## config.mk

```make
export PLATFORM = sky130hd
export DESIGN_NAME = spi_master
export DESIGN_NICKNAME = d
export VERILOG_FILES = /design/src/rtl/spi_pkg.sv /design/src/rtl/spi_master.sv
export SDC_FILE = /design/constraint.sdc
export NUM_CORES = 1
export LEC_CHECK = 0
export ABC_AREA = 1
export CAP_MARGIN = 20
export CORE_UTILIZATION = 35
export CTS_CLUSTER_SIZE = 14
export DETAILED_ROUTE_END_ITERATION = 8
export PLACE_DENSITY = 0.66
export SLEW_MARGIN = 20
export SYNTH_ARGS = -nofsm -noshare
export SYNTH_HDL_FRONTEND = slang
export SYNTH_SLANG_ARGS = --single-unit
```

## constraint.sdc

```tcl
create_clock -name clk -period 3.17 [get_ports clk]
set_clock_uncertainty 0.15 [all_clocks]
set_input_delay 0.634 -clock clk [delete_from_list [all_inputs] [get_ports clk]]
set_output_delay 0.634 -clock clk [all_outputs]
set_load 0.03 [all_outputs]
```

## src/rtl/spi_pkg.sv

```systemverilog
`default_nettype none
// ============================================================================
// Module      : spi_pkg
// Description : Shared definitions for the SPI master and the matching slave:
//               command encodings, controller state encoding, frame lengths
//               and a small command-decode helper.
// Revision    : 1.0  initial release
// ============================================================================
package spi_pkg;

    // Two-bit command field sent ahead of every payload byte.
    localparam logic [1:0] CMD_WR_ADDR = 2'b00;
    localparam logic [1:0] CMD_WR_DATA = 2'b01;
    localparam logic [1:0] CMD_RD_ADDR = 2'b10;
    localparam logic [1:0] CMD_RD_DATA = 2'b11;

    // Outbound frame: 2 command bits followed by 8 payload bits.
    localparam logic [3:0] BIT_COUNT = 4'd10;
    // Inbound read byte length.
    localparam logic [3:0] RX_BITS   = 4'd8;

    // Transaction controller states (explicit 3-bit encoding).
    typedef enum logic [2:0] {
        ST_IDLE  = 3'd0,
        ST_START = 3'd1,
        ST_SHIFT = 3'd2,
        ST_WAIT  = 3'd3,
        ST_RECV  = 3'd4,
        ST_END   = 3'd5
    } state_e;

    // Only the read-data command turns the bus around to receive a byte.
    function automatic logic is_read_data(input logic [1:0] cmd);
        return (cmd == CMD_RD_DATA);
    endfunction

endpackage : spi_pkg
`default_nettype wire

```

## src/rtl/spi_master.sv

```systemverilog
`default_nettype none
// ============================================================================
// Module      : spi_master
// Description : Single-request SPI master. Sends a 2-bit command plus an
//               8-bit payload MSB first, then for read-data commands waits
//               READ_WAIT cycles and shifts in one byte from MISO.
//               One MOSI bit per clock; SS_n frames the whole transaction.
//
// Parameters  : READ_WAIT  turnaround cycles before the first MISO sample
//                          on a read-data command (0..7, 0 = no wait)
// Ports       : clk        rising-edge clock
//               rst        synchronous active-high reset
//               req_valid  request present
//               req_ready  block idle, request accepted this cycle
//               req_cmd    2-bit command
//               req_data   8-bit payload (dummy on read-data)
//               rsp_valid  one-cycle pulse at transaction end
//               rsp_data   received byte on read-data, else 0x00; held
//               SS_n       slave select, active low
//               MOSI       serial data out
//               MISO       serial data in
// Revision    : 1.0  initial release
// ============================================================================
module spi_master
    import spi_pkg::*;
#(
    parameter int READ_WAIT = 2
) (
    input  logic       clk,
    input  logic       rst,
    input  logic       req_valid,
    output logic       req_ready,
    input  logic [1:0] req_cmd,
    input  logic [7:0] req_data,
    output logic       rsp_valid,
    output logic [7:0] rsp_data,
    output logic       SS_n,
    output logic       MOSI,
    input  logic       MISO
);

    // Last value of the wait counter before moving to RECV. Unused when
    // READ_WAIT is 0 because WAIT is then bypassed entirely.
    localparam logic [3:0] WAIT_LAST = (READ_WAIT == 0) ? 4'd0 : 4'(READ_WAIT - 1);

    state_e     state_q, state_d;
    logic [3:0] cnt_q,   cnt_d;       // shared bit / wait / receive counter
    logic [1:0] cmd_q,   cmd_d;       // latched command, selects read path
    logic [9:0] tx_q,    tx_d;        // outbound frame, MSB is next bit
    logic [7:0] rx_q,    rx_d;        // inbound shift register
    logic       ss_n_q,  ss_n_d;
    logic       mosi_q,  mosi_d;
    logic       rsp_valid_q, rsp_valid_d;
    logic [7:0] rsp_data_q,  rsp_data_d;

    // ------------------------------------------------------------------
    // State and datapath registers
    // ------------------------------------------------------------------
    always_ff @(posedge clk) begin
        if (rst) begin
            state_q     <= ST_IDLE;
            cnt_q       <= 4'd0;
            cmd_q       <= 2'b00;
            tx_q        <= 10'd0;
            rx_q        <= 8'd0;
            ss_n_q      <= 1'b1;
            mosi_q      <= 1'b0;
            rsp_valid_q <= 1'b0;
            rsp_data_q  <= 8'd0;
        end else begin
            state_q     <= state_d;
            cnt_q       <= cnt_d;
            cmd_q       <= cmd_d;
            tx_q        <= tx_d;
            rx_q        <= rx_d;
            ss_n_q      <= ss_n_d;
            mosi_q      <= mosi_d;
            rsp_valid_q <= rsp_valid_d;
            rsp_data_q  <= rsp_data_d;
        end
    end

    // ------------------------------------------------------------------
    // Next-state and next-output logic. Pin outputs are registered and
    // derived from the state being entered, so they line up exactly with
    // the state they belong to.
    // ------------------------------------------------------------------
    always_comb begin
        state_d    = state_q;
        cnt_d      = cnt_q;
        cmd_d      = cmd_q;
        tx_d       = tx_q;
        rx_d       = rx_q;
        mosi_d     = 1'b0;
        rsp_data_d = rsp_data_q;

        case (state_q)
            ST_IDLE: begin
                if (req_valid) begin
                    state_d = ST_START;
                    cmd_d   = req_cmd;
                    tx_d    = {req_cmd, req_data};
                    cnt_d   = 4'd0;
                end
            end

            ST_START: begin
                // Present the first frame bit for the first SHIFT cycle.
                state_d = ST_SHIFT;
                cnt_d   = 4'd0;
                mosi_d  = tx_q[9];
                tx_d    = {tx_q[8:0], 1'b0};
            end

            ST_SHIFT: begin
                if (cnt_q == BIT_COUNT - 4'd1) begin
                    cnt_d = 4'd0;
                    if (is_read_data(cmd_q)) begin
                        state_d = (READ_WAIT == 0) ? ST_RECV : ST_WAIT;
                    end else begin
                        state_d    = ST_END;
                        rsp_data_d = 8'h00;
                    end
                end else begin
                    cnt_d  = cnt_q + 4'd1;
                    mosi_d = tx_q[9];
                    tx_d   = {tx_q[8:0], 1'b0};
                end
            end

            ST_WAIT: begin
                if (cnt_q == WAIT_LAST) begin
                    cnt_d   = 4'd0;
                    state_d = ST_RECV;
                end else begin
                    cnt_d = cnt_q + 4'd1;
                end
            end

            ST_RECV: begin
                rx_d = {rx_q[6:0], MISO};
                if (cnt_q == RX_BITS - 4'd1) begin
                    cnt_d      = 4'd0;
                    state_d    = ST_END;
                    // Capture the final bit directly so the byte is complete
                    // in the END cycle.
                    rsp_data_d = {rx_q[6:0], MISO};
                end else begin
                    cnt_d = cnt_q + 4'd1;
                end
            end

            ST_END: begin
                state_d = ST_IDLE;
            end

            default: begin
                state_d = ST_IDLE;
            end
        endcase

        // Slave select is released in END and IDLE only.
        ss_n_d      = (state_d == ST_IDLE) || (state_d == ST_END);
        rsp_valid_d = (state_d == ST_END);
    end

    assign req_ready = (state_q == ST_IDLE);
    assign rsp_valid = rsp_valid_q;
    assign rsp_data  = rsp_data_q;
    assign SS_n      = ss_n_q;
    assign MOSI      = mosi_q;

endmodule : spi_master
`default_nettype wire

```

Word-level counts from Yosys, hierarchy flattened. Cells that the tools add are included.

Register bits after elaboration: 37. Input bits: 14. Output and inout port bits: 12. Word-level logic and storage cells: 54.

Add/sub/neg operators: 1. Equality and inequality tests: 14. Multiplexer cells: 20. Reduce and logical (&&, ||, !) cells: 10.

Operators by type and width (count): one-hot mux 10 bit (3 select lines) (1); two-way mux 8 bit (3); two-way mux 10 bit (2); one-hot mux 4 bit (5 select lines) (1); two-way mux 4 bit (4); one-hot mux 8 bit (2 select lines) (1); two-way mux 3 bit (5); one-hot mux 3 bit (5 select lines) (1); != test 2 bit, second input constant (5); == test 3 x 2 -> 1 bit, second input constant (2); == test 3 bit, second input constant (2); logical NOT 3 bit (2); nonzero test 5 bit (1); adder 4 x 1 -> 4 bit, second input constant (1); == test 4 x 1 -> 1 bit, second input constant (1); == test 4 x 3 -> 1 bit, second input constant (1); == test 4 bit, second input constant (1); AND reduction 2 bit (2); AND reduction 4 bit (1); == test 3 x 1 -> 1 bit, second input constant (1); AND reduction 3 bit (1); nonzero test 3 bit (1); == test 2 bit, second input constant (1); one-hot mux 1 bit (2 select lines) (1); 3 further kinds (3).

Logic depth before layout (Yosys ltp). Gate-level depths: netlist (run 1).

Word-level depth: 6. Depth in mapped cells: 10. Depth with buffers taken out: 9.

Worst setup path after synthesis (run 1). No wires, ideal clock.

Path kind: register to output. From: register state_q[1]. To: output port req_ready. Arrival time: 0.982 ns. Required time: 2.386 ns. Slack: 1.404 ns. Cell stages (with the launch flop): 4. Path buffers: 0. Cell sequence: dfxtp_1 -> inv_1 -> nand2_1 -> nor2_1.

Longest elaborated chain between the ends: 1.

RTL lines: start, declared (line spi_master.sv:46) `state_e state_q, state_d;`; start signal, assigned (line spi_master.sv:71) `state_q <= state_d;`; logical NOT 3 bit (line spi_master.sv:167) `assign req_ready = (state_q == ST_IDLE);`; end, declared (line spi_master.sv:32) `output logic req_ready,`.

Every way passes these cells.

Final worst setup path (run 1). Same ends and word-level chain as after synthesis.

==> impl_metrics.tcl, run 1 <==
set metrics [dict create \
    min_from "cmd_q[0]$_SDFFE_PP0P_" \
    dpl.hpwl_um 2780 \
    grt_first_pass_wirelength_um 6520 \
    min_path_type "reg -> reg" \
    rsz0062_at_grt "no" \
    coreArea_um2 5070 \
    final_max_slew_viol_count 0 \
    ctsResizeCount 0 \
    overflow 0 \
    die_x_um 74.5 \
    post-route-period-util 0.807 \
    r2r-start "state_q[2]$_SDFF_PP0_" \
    synthesis.nets 287 \
    cp.arrival_ps 1770 \
    gp_congestion 0.785 \
    status "finished, final reports clean" \
    synthDistinctLibCells 23 \
    first_pass_iters 4 \
    fmax_ghz 0.391 \
    wirelength_um 3940 \
    cp.required_ps 2390 \
    r2r_end "rsp_data[2]$_SDFFE_PP0P_" \
    worst_pin_slew_ps 486 \
    dieArea_um2 5560 \
    fin_util 0.443 \
    drt_iter0_markers 68 \
    via_per_inst 4.50 \
    worst-r2r-cell-count 7 \
    yosysSeqAreaShare 0.402 \
    crit_type "reg -> out" \
    cts_buffers 5 \
    root_buffer "clkbuf_8" \
    netlist_area_um2 1840 \
    num_antenna_cells 0 \
    layout_min_cycle_time_ps 2560 \
    start_util 0.363 \
    tritoncts "done" \
    synth_area_leader_cell "dfxtp_1" \
    final_nets 311 \
    synth_most_common_cell "nand2_1" \
    io_buffers 25 \
    power_density_nw_per_um2 489 \
    antenna_found_initial 0 \
    drcViolationCount 0 \
    synth.top_cell.area_share 0.402 \
    whs_path_depth 2 \
    yosysWarnings 0 \
    clockBufferDepth 2 \
    endpoint_kind "output port" \
    cts_hold_buf 0 \
    pre_cts_slack_ps 817 \
    final_layout_size_suffix_gt1_frac 0.0743 \
    tns_ps 0 \
    synthTopCellsByArea "dfxtp_1 40%, nand2_1 14%, nor2_1 12%, inv_1 6.1%, nand3_1 5.2%" \
    clock_latency_ps 290 \
    ys_ff_latch 37 \
    ir_worst_vdd_mv 0.345 \
    synth_edf_count 0 \
    max_slew_margin 0.676 \
    vias 1648 \
    max_cap_viol_count 0 \
    clkSinkCount 37 \
    power_leakage_nw 1.03 \
    placed_area_um2 2130 \
    track_usage 0.153 \
    hold_viol_final 0 \
    async_flop_share 0 \
    grt_start_max_net_pins 21 \
    crit_path_start_kind "flip-flop" \
    hold_end "cmd_q[0]$_SDFFE_PP0P_" \
    ioPinCount 26 \
    synthTopCellsByCount "69 x nand2_1, 61 x nor2_1, 37 x dfxtp_1" \
    fillers 544 \
    finalInstanceArea_um2 2250 \
    setup_viol 0 \
    setup_ws_ps 612 \
    htree_levels 2 \
    clkTransAtPathRegs_ps 60 \
    netlist_instances 271 \
    ant_nets 0 \
    post_cts_buffers 0 \
    wl_per_cell_um 10.8 \
    cp_max_fo 6 \
    grt_pass1_vias 1547 \
    r2r_slack_ps 1480 \
    placementRows 26 \
    area_growth_pct 22.1 \
    ys.flop_type "dfxtp_1" \
    syn_area_per_cell_um2 6.80 \
    die_h_um 74.5 \
]
## worst max path at each step
stage | from | end | slack (ps) | cells after the start
floorplan | state_q[1]$_SDFF_PP0_ | req_ready | 1400 | 3
global placement | rst | tx_q[0]$_SDFFE_PP0P_ | 850 | 5
detailed placement | rst | state_q[1]$_SDFF_PP0_ | 820 | 5
global route | state_q[0]$_SDFF_PP0_ | req_ready | 510 | 4
CTS | state_q[1]$_SDFF_PP0_ | req_ready | 600 | 4
finish | state_q[1]$_SDFF_PP0_ | req_ready | 610 | 4
## metrics by stage
stage | instances | power [mW] | hold WS (ps)
after floorplan | 271 | 0.650 | 273
after global placement | 358 | 0.690 | 300
after detailed placement | 358 | 0.691 | 307
after CTS | 366 | 1.12 | 319
after global routing | 366 | 1.16 | 332
final | 366 | 1.10 | 317
## layout make-up
cell class	instances	area, um2	area share
tap	70	87.6	0.0389
multi-input combinational	192	911	0.405
clock inverter	1	30.0	0.0133
timing repair buffer	26	270	0.120
inverter	33	124	0.0551
clock buffer	7	86.3	0.0384
sequential	37	741	0.329
## flip-flops by register name, indices dropped and copies added (netlist names)
name / flops
SS_n: 1
rsp_valid: 1
cmd_q: 2
tx_q: 10
rsp_data: 8
state_q: 3
cnt_q: 4
rx_q: 7
MOSI: 1
## power breakdown
group	switching, mW	total, mW	internal [mW]
Clock	0.164	0.420	0.256
Combinational	0.104	0.172	0.0680
Sequential	0.0160	0.507	0.491
Total	0.284	1.10	0.815
## logic make-up (layout without fill, tap and decap cells)
kind of cell,after synthesis,after routing,synth area share
AND/OR/NAND/NOR,168,168,0.401
adder cells (fa/ha/maj),2,2,0.0136
AO/OA/AOI/OAI,21,21,0.0747
buffers and inverters,42,67,0.103
XOR/XNOR,1,1,0.00476
flip-flops,37,37,0.402
## cells in the final DEF (no fill, tap or decap)
master,count
o21ai_0,1
a21oi_1,9
inv_2,3
nand2_2,4
xor2_1,1
clkbuf_1,1
bufinv_16,1
inv_1,30
nand2_1,69
a21oi_4,1
nand3_2,3
a31oi_1,1
ha_1,2
nor2_1,61
nand3_1,19
nand2_4,1
nor2_4,2
buf_12,1
o21a_1,7
clkbuf_8,6
dfxtp_1,37
clkdlybuf4s50_1,25
a211oi_1,1
nand3b_1,9
o21ai_1,1
## worst max-delay path, cell delays in order, from the launching register on
cell and delay [ps]:
dfxtp_1 380, inv_1 110, nand2_1 70, nor2_1 210, clkdlybuf4s50_1 720
## per-layer routing
layer	global-route usage	wire (um)
met2	0.267	1860
met5	0	0
met1	0.186	1860
met3	0.0325	193
met4	0.0503	23
Note: power is estimated with default switching activity, not from simulation.
==> run 2, diff against run 1 <==
Clock period 3.17 ns to 2.4 ns, I/O delays scaled along.
==> run 2 against run 1 <==
Against the previous run: utilization is 0.12 points lower; register-to-register slack worse by 760 ps; worst setup slack worse by 330 ps; clock-buffer cell count stayed put; sequential share of layout area is 0.092 points higher; wire length is 0.33% lower; total power is 32% higher; first-iteration DRC count is 21% lower; global-route usage is 0.36 points higher; clock power is 33% higher; sequential power is 32% higher; critical path type unchanged.
==> impl_metrics.tcl, run 2 (synthesized netlist as in run 1, its figures left out) <==
set metrics [dict create \
    status "finished, final reports clean" \
    min_path_type "reg -> reg" \
    pwr-share-seq 0.460 \
    wl_met3_um 171 \
    htree_levels 2 \
    placementRows 26 \
    highest_layer "met4" \
    ioPinCount 26 \
    worst_pin_slew_ps 358 \
    wl_per_cell_um 10.7 \
    clkTransAtPathRegs_ps 70 \
    cts_buffers 5 \
    power_leakage_nw 1.03 \
    first_pass_iters 4 \
    slowest_stage "dlygate4sd2_1" \
    met2_length_um 1860 \
    endpoint_kind "output port" \
    largest_register_ffs 10 \
    hold_viol_final 0 \
    wirelength_um 3920 \
    dpl.hpwl_um 2670 \
    clockBufferDepth 2 \
    post-route-period-util 0.883 \
    start_util 0.363 \
    ir_worst_vdd_mv 0.364 \
    layout_min_cycle_time_ps 2120 \
    comb_power_share 0.155 \
    die_h_um 74.5 \
    final_cell_mix "69 x nand2_1, 61 x nor2_1, 37 x dfxtp_1" \
    final_max_slew_viol_count 0 \
    ant_nets 0 \
    drt_iter0_markers 54 \
    critical_path.max_stage_delay_ps 440 \
    tns_ps 0 \
    fin_cells 367 \
    final_layout_size_suffix_gt1_frac 0.0774 \
    crit_path_start_kind "flip-flop" \
    max_cap_viol_count 0 \
    cp.required_ps 1770 \
    antenna_found_initial 0 \
    cp.arrival_ps 1490 \
    rsz0062_at_grt "no" \
    cp_max_fo 6 \
    p_int_mw 1.07 \
    tritoncts "done" \
    clock_latency_ps 290 \
    final_common_cell "nand2_1" \
    vias 1627 \
    power_density_nw_per_um2 648 \
    io_buffers 25 \
    fmax_ghz 0.472 \
    num_antenna_cells 0 \
    crit_type "reg -> out" \
    placed_area_um2 2130 \
    coreArea_um2 5070 \
    cp.buffers_inverters 2 \
    finalInstanceArea_um2 2240 \
    track_usage 0.156 \
    grt_first_pass_wirelength_um 6550 \
    path_cells "inv_1, nand2_1, nor2_1, dlygate4sd2_1" \
    drcViolationCount 0 \
    regMostFlops "tx_q" \
    switching_share 0.261 \
    wl_met1_um 1870 \
    pwr-share-clk 0.385 \
    grt_pass1_vias 1523 \
    die_x_um 74.5 \
    clkSinkCount 37 \
    dp.cells 359 \
    dieArea_um2 5560 \
    via_per_inst 4.43 \
    cp_top_family "buffers and inverters" \
    area_growth_pct 21.8 \
    max_slew_margin 0.761 \
    overflow 0 \
    cts_hold_buf 0 \
    root_buffer "clkbuf_8" \
    p_sw_uw 380 \
    final_nets 312 \
    setup_viol 0 \
    gp_congestion 0.851 \
    grt_start_max_net_pins 30 \
]
==> run 2: changes by cell type in the layout (fill, tap and decap cells not counted) <==
cell / previous run / this run
dlygate4sd2_1: 0 / 1
buf_4: 0 / 2
buf_12: 1 / 0
clkdlybuf4s50_1: 25 / 24
==> run 2: tightest hold or removal path, delay by kind of cell, from the launching register on <==
| kind | cells | cell delay [ps] |
|---|---|---|
| flip-flops | 1 | 300 |
| buffers and inverters | 1 | 60 |
| AO/OA/AOI/OAI | 1 | 50 |
==> run 2: power by group through the flow <==
stage | logic [mW] | clock network [mW] | registers (mW)
detailed placement | 0.227 | 0 | 0.684
global placement | 0.227 | 0 | 0.682
global route | 0.262 | 0.602 | 0.674
floorplan | 0.174 | 0 | 0.684
CTS | 0.227 | 0.582 | 0.669
finish | 0.225 | 0.559 | 0.669
==> run 2: path summary, 6_finish.rpt <==
check / start / to / slack (ps) / cells after the start
worst max-delay path: state_q[1]$_SDFF_PP0_ / req_ready / 280 / 4
worst min-delay path: tx_q[9]$_SDFFE_PP0P_ / MOSI$_SDFF_PP0_ / 300 / 2
worst min register to register: tx_q[9]$_SDFFE_PP0P_ / MOSI$_SDFF_PP0_ / 300 / 2
worst max register to register: state_q[2]$_SDFF_PP0_ / rsp_data[3]$_SDFFE_PP0P_ / 720 / 7
==> run 2: timing repair <==
item / CTS / global route
setup buffers: 0 / 0
resized for setup: 1 / 0
setup endpoints to repair: 1 / 0
==> run 2: through the flow <==
stage | utilization | power [mW] | setup slack [ps] | hold WS [ps]
after floorplan | - | 0.858 | 788 | 273
after global placement | 0.419 | 0.910 | 341 | 302
after detailed placement | 0.419 | 0.911 | 328 | 298
after CTS | 0.442 | 1.48 | 283 | 309
after global routing | 0.442 | 1.54 | 202 | 329
final | 0.442 | 1.45 | 281 | 305
==> run 2: final cells by class <==
| class | instances | area (um2) |
|---|---|---|
| Timing Repair Buffer | 27 | 264 |
| Sequential cell | 37 | 741 |
| Inverter | 33 | 124 |
| Clock inverter | 1 | 30.0 |
| Multi-Input combinational cell | 192 | 911 |
| Clock buffer | 7 | 86.3 |
| Tap cell | 70 | 87.6 |
| Fill cell | 551 | 2830 |
==> run 2: metal layers <==
layer,GRT usage,up-vias
li1,-,882
met1,0.178,710
met2,0.279,32
met3,0.0339,3
met4,0.0692,0
met5,0,-
